==> src/rtl/sensor_merge_pkg.sv <==
`default_nettype none
// ============================================================================
// Module      : sensor_merge_pkg
// Description : Shared defaults, overrun-policy type and channel-index width
//               helper for the sample channel merger and its sub-blocks.
// Revision    : 1.0 - initial release
// ============================================================================
package sensor_merge_pkg;

    // Default geometry of a merger instance.
    localparam int c_DEFAULT_DATA_WIDTH = 12;
    localparam int c_DEFAULT_CHANNELS   = 4;
    localparam int c_DEFAULT_OVERWRITE  = 1;

    // What happens to the held sample when a channel is re-strobed while
    // its previous sample is still waiting for the output.
    typedef enum logic {
        POLICY_KEEP      = 1'b0,
        POLICY_OVERWRITE = 1'b1
    } overrun_policy_e;

    // Width of a channel index; a single channel still gets one bit so the
    // index port never collapses to zero width.
    function automatic int ch_width(input int channels);
        return (channels <= 1) ? 1 : $clog2(channels);
    endfunction

endpackage
`default_nettype wire

==> src/rtl/sample_channel_merger_if.sv <==
`default_nettype none
// ============================================================================
// Module      : sample_channel_merger_if
// Description : Bundles the per-channel strobe/data inputs, the output
//               valid/ready stream and the overrun status of the merger.
//               The merger uses the slave view, its environment the master.
// Revision    : 1.0 - initial release
// ============================================================================
interface sample_channel_merger_if
    import sensor_merge_pkg::*;
#(
    parameter int DATA_WIDTH = c_DEFAULT_DATA_WIDTH,
    parameter int CHANNELS   = c_DEFAULT_CHANNELS
);
    localparam int c_CH_W = ch_width(CHANNELS);

    logic [CHANNELS-1:0]            CHANGE_FLAG_IN;
    logic [CHANNELS*DATA_WIDTH-1:0] DATA_IN;
    logic                           OUT_VALID;
    logic                           OUT_READY;
    logic [c_CH_W-1:0]              OUT_CHANNEL;
    logic [DATA_WIDTH-1:0]          OUT_DATA;
    logic [CHANNELS-1:0]            OVERRUN;
    logic                           OVERRUN_CLEAR;

    // Merger side: consumes strobes and data, produces the merged stream.
    modport slave (
        input  CHANGE_FLAG_IN,
        input  DATA_IN,
        input  OUT_READY,
        input  OVERRUN_CLEAR,
        output OUT_VALID,
        output OUT_CHANNEL,
        output OUT_DATA,
        output OVERRUN
    );

    // Environment side: sample producers plus the downstream consumer.
    modport master (
        output CHANGE_FLAG_IN,
        output DATA_IN,
        output OUT_READY,
        output OVERRUN_CLEAR,
        input  OUT_VALID,
        input  OUT_CHANNEL,
        input  OUT_DATA,
        input  OVERRUN
    );

endinterface
`default_nettype wire

==> src/rtl/rr_arbiter.sv <==
`default_nettype none
// ============================================================================
// Module      : rr_arbiter
// Description : Round-robin selector. Picks the first requester strictly
//               after the previously granted index (wrapping), and moves the
//               pointer to the winner only when the grant is consumed.
// Revision    : 1.0 - initial release
// ============================================================================
module rr_arbiter
    import sensor_merge_pkg::*;
#(
    parameter  int CHANNELS = c_DEFAULT_CHANNELS,
    localparam int c_CH_W   = ch_width(CHANNELS)
) (
    input  wire logic                clk,
    input  wire logic                rst,
    input  wire logic [CHANNELS-1:0] i_req,
    input  wire logic                i_advance,
    output logic      [CHANNELS-1:0] o_grant,
    output logic      [c_CH_W-1:0]   o_index
);

    // One spare bit so last + offset never overflows before the wrap.
    localparam int c_SUM_W = c_CH_W + 1;

    logic [c_CH_W-1:0] r_last;
    logic              w_any;

    assign w_any = |i_req;

    // Scan offsets from farthest to nearest so the nearest requester after
    // the last grant is the one left standing.
    always_comb begin
        logic [c_SUM_W-1:0] v_sum;
        logic [c_CH_W-1:0]  v_cand;
        o_grant = '0;
        o_index = '0;
        v_sum   = '0;
        v_cand  = '0;
        for (int k = CHANNELS; k >= 1; k--) begin
            v_sum = {1'b0, r_last} + c_SUM_W'(k);
            if (v_sum >= c_SUM_W'(CHANNELS)) begin
                v_sum = v_sum - c_SUM_W'(CHANNELS);
            end
            v_cand = v_sum[c_CH_W-1:0];
            if (i_req[v_cand]) begin
                o_grant         = '0;
                o_grant[v_cand] = 1'b1;
                o_index         = v_cand;
            end
        end
    end

    // Remember the consumed winner so the next search starts just past it;
    // after reset the pointer sits on the last channel so channel 0 leads.
    always_ff @(posedge clk) begin
        if (rst) begin
            r_last <= c_CH_W'(CHANNELS - 1);
        end else if (i_advance && w_any) begin
            r_last <= o_index;
        end
    end

endmodule
`default_nettype wire

==> src/rtl/sample_channel_merger.sv <==
`default_nettype none
// ============================================================================
// Module      : sample_channel_merger
// Description : Merges CHANNELS independent sample strobes into one
//               valid/ready stream tagged with the source channel. Each
//               channel buffers one pending sample; re-strobes before the
//               sample leaves raise a sticky overrun flag and either replace
//               or drop the new value depending on OVERWRITE.
// Revision    : 1.0 - initial release
// ============================================================================
module sample_channel_merger
    import sensor_merge_pkg::*;
#(
    parameter int DATA_WIDTH = c_DEFAULT_DATA_WIDTH,
    parameter int CHANNELS   = c_DEFAULT_CHANNELS,
    parameter int OVERWRITE  = c_DEFAULT_OVERWRITE
) (
    input wire logic          CLK,
    input wire logic          RESET,
    sample_channel_merger_if.slave bus
);

    localparam int              c_CH_W   = ch_width(CHANNELS);
    localparam overrun_policy_e c_POLICY = (OVERWRITE != 0) ? POLICY_OVERWRITE
                                                            : POLICY_KEEP;

    // Per-channel buffer state.
    logic [CHANNELS-1:0]   r_pending;
    logic [DATA_WIDTH-1:0] r_hold [CHANNELS];
    logic [CHANNELS-1:0]   r_overrun;

    // Output register.
    logic                  r_out_valid;
    logic [c_CH_W-1:0]     r_out_channel;
    logic [DATA_WIDTH-1:0] r_out_data;

    // Datapath / control wires.
    logic [DATA_WIDTH-1:0] w_slice [CHANNELS];
    logic                  w_load;
    logic                  w_any_pending;
    logic                  w_advance;
    logic [CHANNELS-1:0]   w_grant;
    logic [c_CH_W-1:0]     w_index;
    logic [CHANNELS-1:0]   w_taken;
    logic [CHANNELS-1:0]   w_capture;
    logic [CHANNELS-1:0]   w_new_overrun;

    // Unpack the flat input bus into per-channel samples.
    generate
        for (genvar g = 0; g < CHANNELS; g++) begin : g_slice
            assign w_slice[g] = bus.DATA_IN[g*DATA_WIDTH +: DATA_WIDTH];
        end
    endgenerate

    // The output register may take a new sample when it is empty or its
    // current sample is being accepted this cycle.
    assign w_load        = !r_out_valid || bus.OUT_READY;
    assign w_any_pending = |r_pending;
    assign w_advance     = w_load && w_any_pending;

    rr_arbiter #(
        .CHANNELS (CHANNELS)
    ) u_arbiter (
        .clk       (CLK),
        .rst       (RESET),
        .i_req     (r_pending),
        .i_advance (w_advance),
        .o_grant   (w_grant),
        .o_index   (w_index)
    );

    // A channel is "taken" when its pending sample moves to the output.
    // Taking frees the slot in the same cycle, so a simultaneous strobe on
    // that channel is a clean capture rather than an overrun.
    assign w_taken       = w_advance ? w_grant : '0;
    assign w_capture     = bus.CHANGE_FLAG_IN & (~r_pending | w_taken);
    assign w_new_overrun = bus.CHANGE_FLAG_IN & r_pending & ~w_taken;

    // Per-channel pending bit and hold register: strobes always leave the
    // channel pending; only a grant without a strobe empties it.
    always_ff @(posedge CLK) begin
        if (RESET) begin
            r_pending <= '0;
            for (int i = 0; i < CHANNELS; i++) begin
                r_hold[i] <= '0;
            end
        end else begin
            r_pending <= (r_pending & ~w_taken) | bus.CHANGE_FLAG_IN;
            for (int i = 0; i < CHANNELS; i++) begin
                if (w_capture[i] ||
                    (w_new_overrun[i] && (c_POLICY == POLICY_OVERWRITE))) begin
                    r_hold[i] <= w_slice[i];
                end
            end
        end
    end

    // Output register: reload on every loadable cycle, reading the hold
    // register before any same-cycle capture replaces it.
    always_ff @(posedge CLK) begin
        if (RESET) begin
            r_out_valid   <= 1'b0;
            r_out_channel <= '0;
            r_out_data    <= '0;
        end else if (w_load) begin
            r_out_valid <= w_any_pending;
            if (w_any_pending) begin
                r_out_channel <= w_index;
                r_out_data    <= r_hold[w_index];
            end
        end
    end

    // Sticky overrun flags; a new overrun beats a coincident clear.
    always_ff @(posedge CLK) begin
        if (RESET) begin
            r_overrun <= '0;
        end else begin
            r_overrun <= (bus.OVERRUN_CLEAR ? '0 : r_overrun) | w_new_overrun;
        end
    end

    assign bus.OUT_VALID   = r_out_valid;
    assign bus.OUT_CHANNEL = r_out_channel;
    assign bus.OUT_DATA    = r_out_data;
    assign bus.OVERRUN     = r_overrun;

endmodule
`default_nettype wire

==> src/flat_wrapper.sv <==
// flat-port wrapper written by rule: the top's interface ports become plain ports
module sample_channel_merger_flat import sensor_merge_pkg::*;
#(
    parameter int DATA_WIDTH = c_DEFAULT_DATA_WIDTH,
    parameter int CHANNELS   = c_DEFAULT_CHANNELS,
    parameter int OVERWRITE  = c_DEFAULT_OVERWRITE
)
  (CLK, RESET, bus_CHANGE_FLAG_IN, bus_DATA_IN, bus_OUT_READY, bus_OVERRUN_CLEAR, bus_OUT_VALID, bus_OUT_CHANNEL, bus_OUT_DATA, bus_OVERRUN);
  sample_channel_merger_if #(.DATA_WIDTH(DATA_WIDTH), .CHANNELS(CHANNELS)) bus_i ();
  input wire logic CLK;
  input wire logic RESET;
  input wire logic [$bits(bus_i.CHANGE_FLAG_IN)-1:0] bus_CHANGE_FLAG_IN;
  input wire logic [$bits(bus_i.DATA_IN)-1:0] bus_DATA_IN;
  input wire logic [$bits(bus_i.OUT_READY)-1:0] bus_OUT_READY;
  input wire logic [$bits(bus_i.OVERRUN_CLEAR)-1:0] bus_OVERRUN_CLEAR;
  output wire logic [$bits(bus_i.OUT_VALID)-1:0] bus_OUT_VALID;
  output wire logic [$bits(bus_i.OUT_CHANNEL)-1:0] bus_OUT_CHANNEL;
  output wire logic [$bits(bus_i.OUT_DATA)-1:0] bus_OUT_DATA;
  output wire logic [$bits(bus_i.OVERRUN)-1:0] bus_OVERRUN;
  assign bus_i.CHANGE_FLAG_IN = bus_CHANGE_FLAG_IN;
  assign bus_i.DATA_IN = bus_DATA_IN;
  assign bus_i.OUT_READY = bus_OUT_READY;
  assign bus_i.OVERRUN_CLEAR = bus_OVERRUN_CLEAR;
  assign bus_OUT_VALID = bus_i.OUT_VALID;
  assign bus_OUT_CHANNEL = bus_i.OUT_CHANNEL;
  assign bus_OUT_DATA = bus_i.OUT_DATA;
  assign bus_OVERRUN = bus_i.OVERRUN;
  sample_channel_merger #(.DATA_WIDTH(DATA_WIDTH), .CHANNELS(CHANNELS), .OVERWRITE(OVERWRITE)) u_core (.CLK(CLK), .RESET(RESET), .bus(bus_i));
endmodule
==> config.mk <==
export PLATFORM = sky130hd
export DESIGN_NAME = sample_channel_merger_flat
export DESIGN_NICKNAME = d
export VERILOG_FILES = /design/src/rtl/sensor_merge_pkg.sv /design/src/rtl/sample_channel_merger_if.sv /design/src/rtl/rr_arbiter.sv /design/src/rtl/sample_channel_merger.sv /design/src/flat_wrapper.sv
export SDC_FILE = /design/constraint.sdc
export NUM_CORES = 1
export LEC_CHECK = 0
export CAP_MARGIN = 10
export CELL_PAD_IN_SITES_DETAIL_PLACEMENT = 1
export CELL_PAD_IN_SITES_GLOBAL_PLACEMENT = 1
export CORE_ASPECT_RATIO = 2
export CORE_UTILIZATION = 40
export CTS_BUF_LIST = sky130_fd_sc_hd__clkbuf_8
export CTS_CLUSTER_DIAMETER = 120
export DETAILED_ROUTE_END_ITERATION = 8
export DONT_BUFFER_PORTS = 1
export PLACE_DENSITY_LB_ADDON = 0.1
export REMOVE_ABC_BUFFERS = 1
export SYNTH_ARGS = -nofsm -noshare
export SYNTH_HDL_FRONTEND = slang
export SYNTH_SLANG_ARGS = --single-unit
==> constraint.sdc <==
create_clock -name CLK -period 3.6 [get_ports CLK]
set_input_delay 0.36 -clock CLK [delete_from_list [all_inputs] [get_ports CLK]]
set_output_delay 0.36 -clock CLK [all_outputs]
set_load 0.03 [all_outputs]
==> results.md <==
- Largest net degree at the start of global routing: 36
- Hold_sp: RESET
- Buf/Inv on CP: 1
- Maximum VDD drop: 280 uV
- Most used DFF post-synth: edfxtp_1
- Unrepaired setup endpoints after global routing: no
- Setup-failing EPs final: 0
- Cts bufs inserted: 9
- CP Class: reg2reg
- Placer congestion estimate: 0.882
- Hold-fix buffers at CTS: 0
- Most frequent cells in the layout: and2_1 (49), edfxtp_1 (48), a211oi_1 (41)
- Sequential element share of the synthesized area: 53.0%
- Synthesized area: 3670 um2
- Fmax: 352 MHz
- HPWL after DPL: around 7200 um
- Sequential Area: 1940 um2
- Hold path cells: 1
- # port buffers: 0
- Worst R2R Path Depth: 7
- Initial Util: 41.0%
- Crit path launch type: flip-flop
- Pre-antenna DRT Iters: 4
- WP data required: 3.82 ns
- Crit path max-delay family: multiplexers
- Vias in the first global route: approximately 2700
- Area of the multi-input gates: about 1500 um2
- Core box area: 8950 um2
- R2r startpoint: u_core.u_arbiter.r_last[1]$_SDFFE_PP1P_
- Dpl cell area: ~3700 um2
- Die Span Y: 137 um
- Number of enable flip-flop cells after synthesis: 48
- Post-synthesis cell type count: 37
- Share of cells above drive strength 1: 11.5%
- Total grt overflow: 0
- DIE WIDTH: approximately 70 um
- GRT Overall Usage: 20.5%
- Worst-margin pin slew: 0.775 ns
- Max-cap violations: 0
- Hold Path Class: in2reg
- Worst R2R Setup Slack: approximately 0.76 ns
- Worst path max stage delay: about 0.50 ns
- Final hold slack: 0.0703 ns
- FF+latch count, synth: between 70 and 80
- CTS max path bufs: 2
- Layout Skew: 0.00980 ns
- CTS tree: done
- Cell Chain, Critical Path: inv_1, ha_1, mux4_2, a21boi_4, mux2_4, a211oi_1, o31ai_1
- Post-CTS sizing: 0
- XOR/XNOR share of the synthesized area: 0%
- Slowest cell on crit path: dfxtp_1
- Vias per inst: between 5 and 6
- Asr flop ratio synth: 0%
- Setup bufs post-CTS: 0
- Root buffer cell: clkbuf_8
- Nets: ~390
- Synth Area in Adders: about 2%
- CTS sink cnt: 73
- Synth warn: 0
- Final instance area: 3900 um2
- Post-synthesis mux area share: under 10%
- Worst EP arrival: a little over 3 ns
- Period utilisation layout: between 70% and 80%
- WL per Instance: 21.5 um
- I/O pins: 75
- Fill cells: 993
- First-pass GRT wire length: 14500 um
- Largest family of logic cells by synthesized area: compound AO/OA/AOI/OAI gates
- N_diodes: 0
- Reg2reg end: u_core.bus.OUT_DATA[8]$_SDFFE_PP0P_
- Initial antenna violation count: 0
- Syn Inst Count: 332
- Worst Setup End Kind: flip-flop
- Commonest non-fill, non-tap cell in the layout: and2_1
- Post-Syn Area per Cell: 11.0 um2
- Final hold viol count: 0
- Synth Area in Simple Gates: 14.7%
- Slew margin rel.: about 48%
- Compound-gate portion of the synthesized area: approximately 20%
- Final slew viol count: 0
- Htree depth: 3
- Antenna-violating nets left: 0
- Syn-to-layout area delta: 6.28%
- Vias: 2493
- Crit path max fanout: 14
- Total Neg Setup Slack: 0 ns
- Final WL: between 9000 and 10000 um
- Leak Pwr: 1.45 nW
- WHS Endpoint: u_core.bus.OUT_VALID$_SDFFE_PP0P_
- Die Area: 9580 um2
- Status: completed
- Final min period: 2.84 ns
- Clock transition at the registers of the reported paths: around 0.08 ns
- Drc violations: 0
- DR iter-0 viols: approximately 120
- # rows: 49
- Worst-Skew Late Latency: 0.34 ns
- Pwr Density: 687 nW/um2
[cell type report]
type,count,area share [%]
repair buffers,7,1.35
multi-input cells,200,38.2
inverters,36,3.47
clock inverters,6,0.739
flip-flops and latches,73,49.8
clock buffers,9,3.18
well taps,102,3.28
[worst register-to-register path, stage by stage, from the launching register on]
cell and delay [ns]:
dfxtp_1 0.50, inv_1 0.14, ha_1 0.38, mux4_2 0.45, a21boi_4 0.29, mux2_4 0.42
a211oi_1 0.42, o31ai_1 0.12
[synthesized netlist by cell type, types with 2 or more instances]
cell type / count / share of area, %
a21oi_1: 9 / 1.2
a221o_1: 4 / 1.1
or2_2: 5 / 0.85
ha_1: 6 / 2.0
edfxtp_1: 48 / 39
a21o_1: 2 / 0.41
nand2_1: 13 / 1.3
a211oi_1: 41 / 8.4
o21ai_0: 5 / 0.68
a211oi_2: 8 / 2.7
clkbuf_1: 17 / 1.7
dfxtp_1: 25 / 14
mux4_2: 3 / 1.8
nor2_1: 8 / 0.82
o31ai_1: 16 / 3.3
and2_1: 49 / 8.4
mux2i_1: 2 / 0.55
buf_2: 4 / 0.55
inv_1: 35 / 3.6
a22oi_1: 4 / 0.82
nand3b_1: 12 / 2.5
[power by group]
part	leakage, nW	internal [W]	switching, W	total (W)
combinational	0.644	0.000336	0.000573	0.000909
clock	0.0865	0.000237	0.000299	0.000536
sequential	0.723	0.00102	0.000219	0.00123
total	1.45	0.00159	0.00109	0.00268
[flip-flops by register name (all words and copies together) (netlist names)]
name / flops
u_core.bus.OUT_CHANNEL: 2
u_core.bus.OUT_DATA: 12
u_core.bus.OUT_VALID: 1
u_core.bus.OVERRUN: 4
u_core.r_hold: 48
u_core.r_pending: 4
u_core.u_arbiter.r_last: 2
[logic make-up after synthesis]
| logic type | count (synthesis) |
|---|---|
| compound gates | 95 |
| fa+ha+maj | 6 |
| flops | 73 |
| simple gates | 92 |
| mux | 7 |
| buf+inv | 59 |
[through the flow]
step                std cells  worst slack, ns  power, W  utilization, %
detailed placement        418            0.781   0.00217            41.8
finish                    433            0.756   0.00268            43.5
CTS                       433            0.771   0.00270            43.5
global placement          418            0.850   0.00215            41.8
floorplan                 309            0.168   0.00185               -
global route              433            0.550   0.00282            43.5
[layer usage]
layer | vias up | routed length, um | global-route usage (%)
met4 | 0 | 339 | 10.7
met5 | - | 0 | 0
li1 | 1198 | - | -
met2 | 63 | 5360 | 40.1
met1 | 1213 | 3330 | 20.0
met3 | 19 | 291 | 4.10
[worst max-delay path by stage]
| stage | from | cells after the start | slack (ns) | endpoint |
|---|---|---|---|---|
| 6_report | u_core.u_arbiter.r_last[1]$_SDFFE_PP1P_ | 7 | 0.76 | u_core.bus.OUT_DATA[8]$_SDFFE_PP0P_ |
| 5_1_grt | u_core.u_arbiter.r_last[1]$_SDFFE_PP1P_ | 9 | 0.55 | u_core.bus.OUT_DATA[1]$_SDFFE_PP0P_ |
| 4_1_cts | u_core.u_arbiter.r_last[1]$_SDFFE_PP1P_ | 7 | 0.77 | u_core.bus.OUT_DATA[8]$_SDFFE_PP0P_ |
| 3_5_place_dp | u_core.u_arbiter.r_last[1]$_SDFFE_PP1P_ | 7 | 0.78 | u_core.bus.OUT_DATA[8]$_SDFFE_PP0P_ |
| 3_3_place_gp | u_core.u_arbiter.r_last[1]$_SDFFE_PP1P_ | 7 | 0.85 | u_core.bus.OUT_DATA[8]$_SDFFE_PP0P_ |
| 2_1_floorplan | u_core.u_arbiter.r_last[0]$_SDFFE_PP1P_ | 8 | 0.17 | u_core.bus.OUT_DATA[5]$_SDFFE_PP0P_ |
Note: power is estimated with default switching activity, not from simulation.
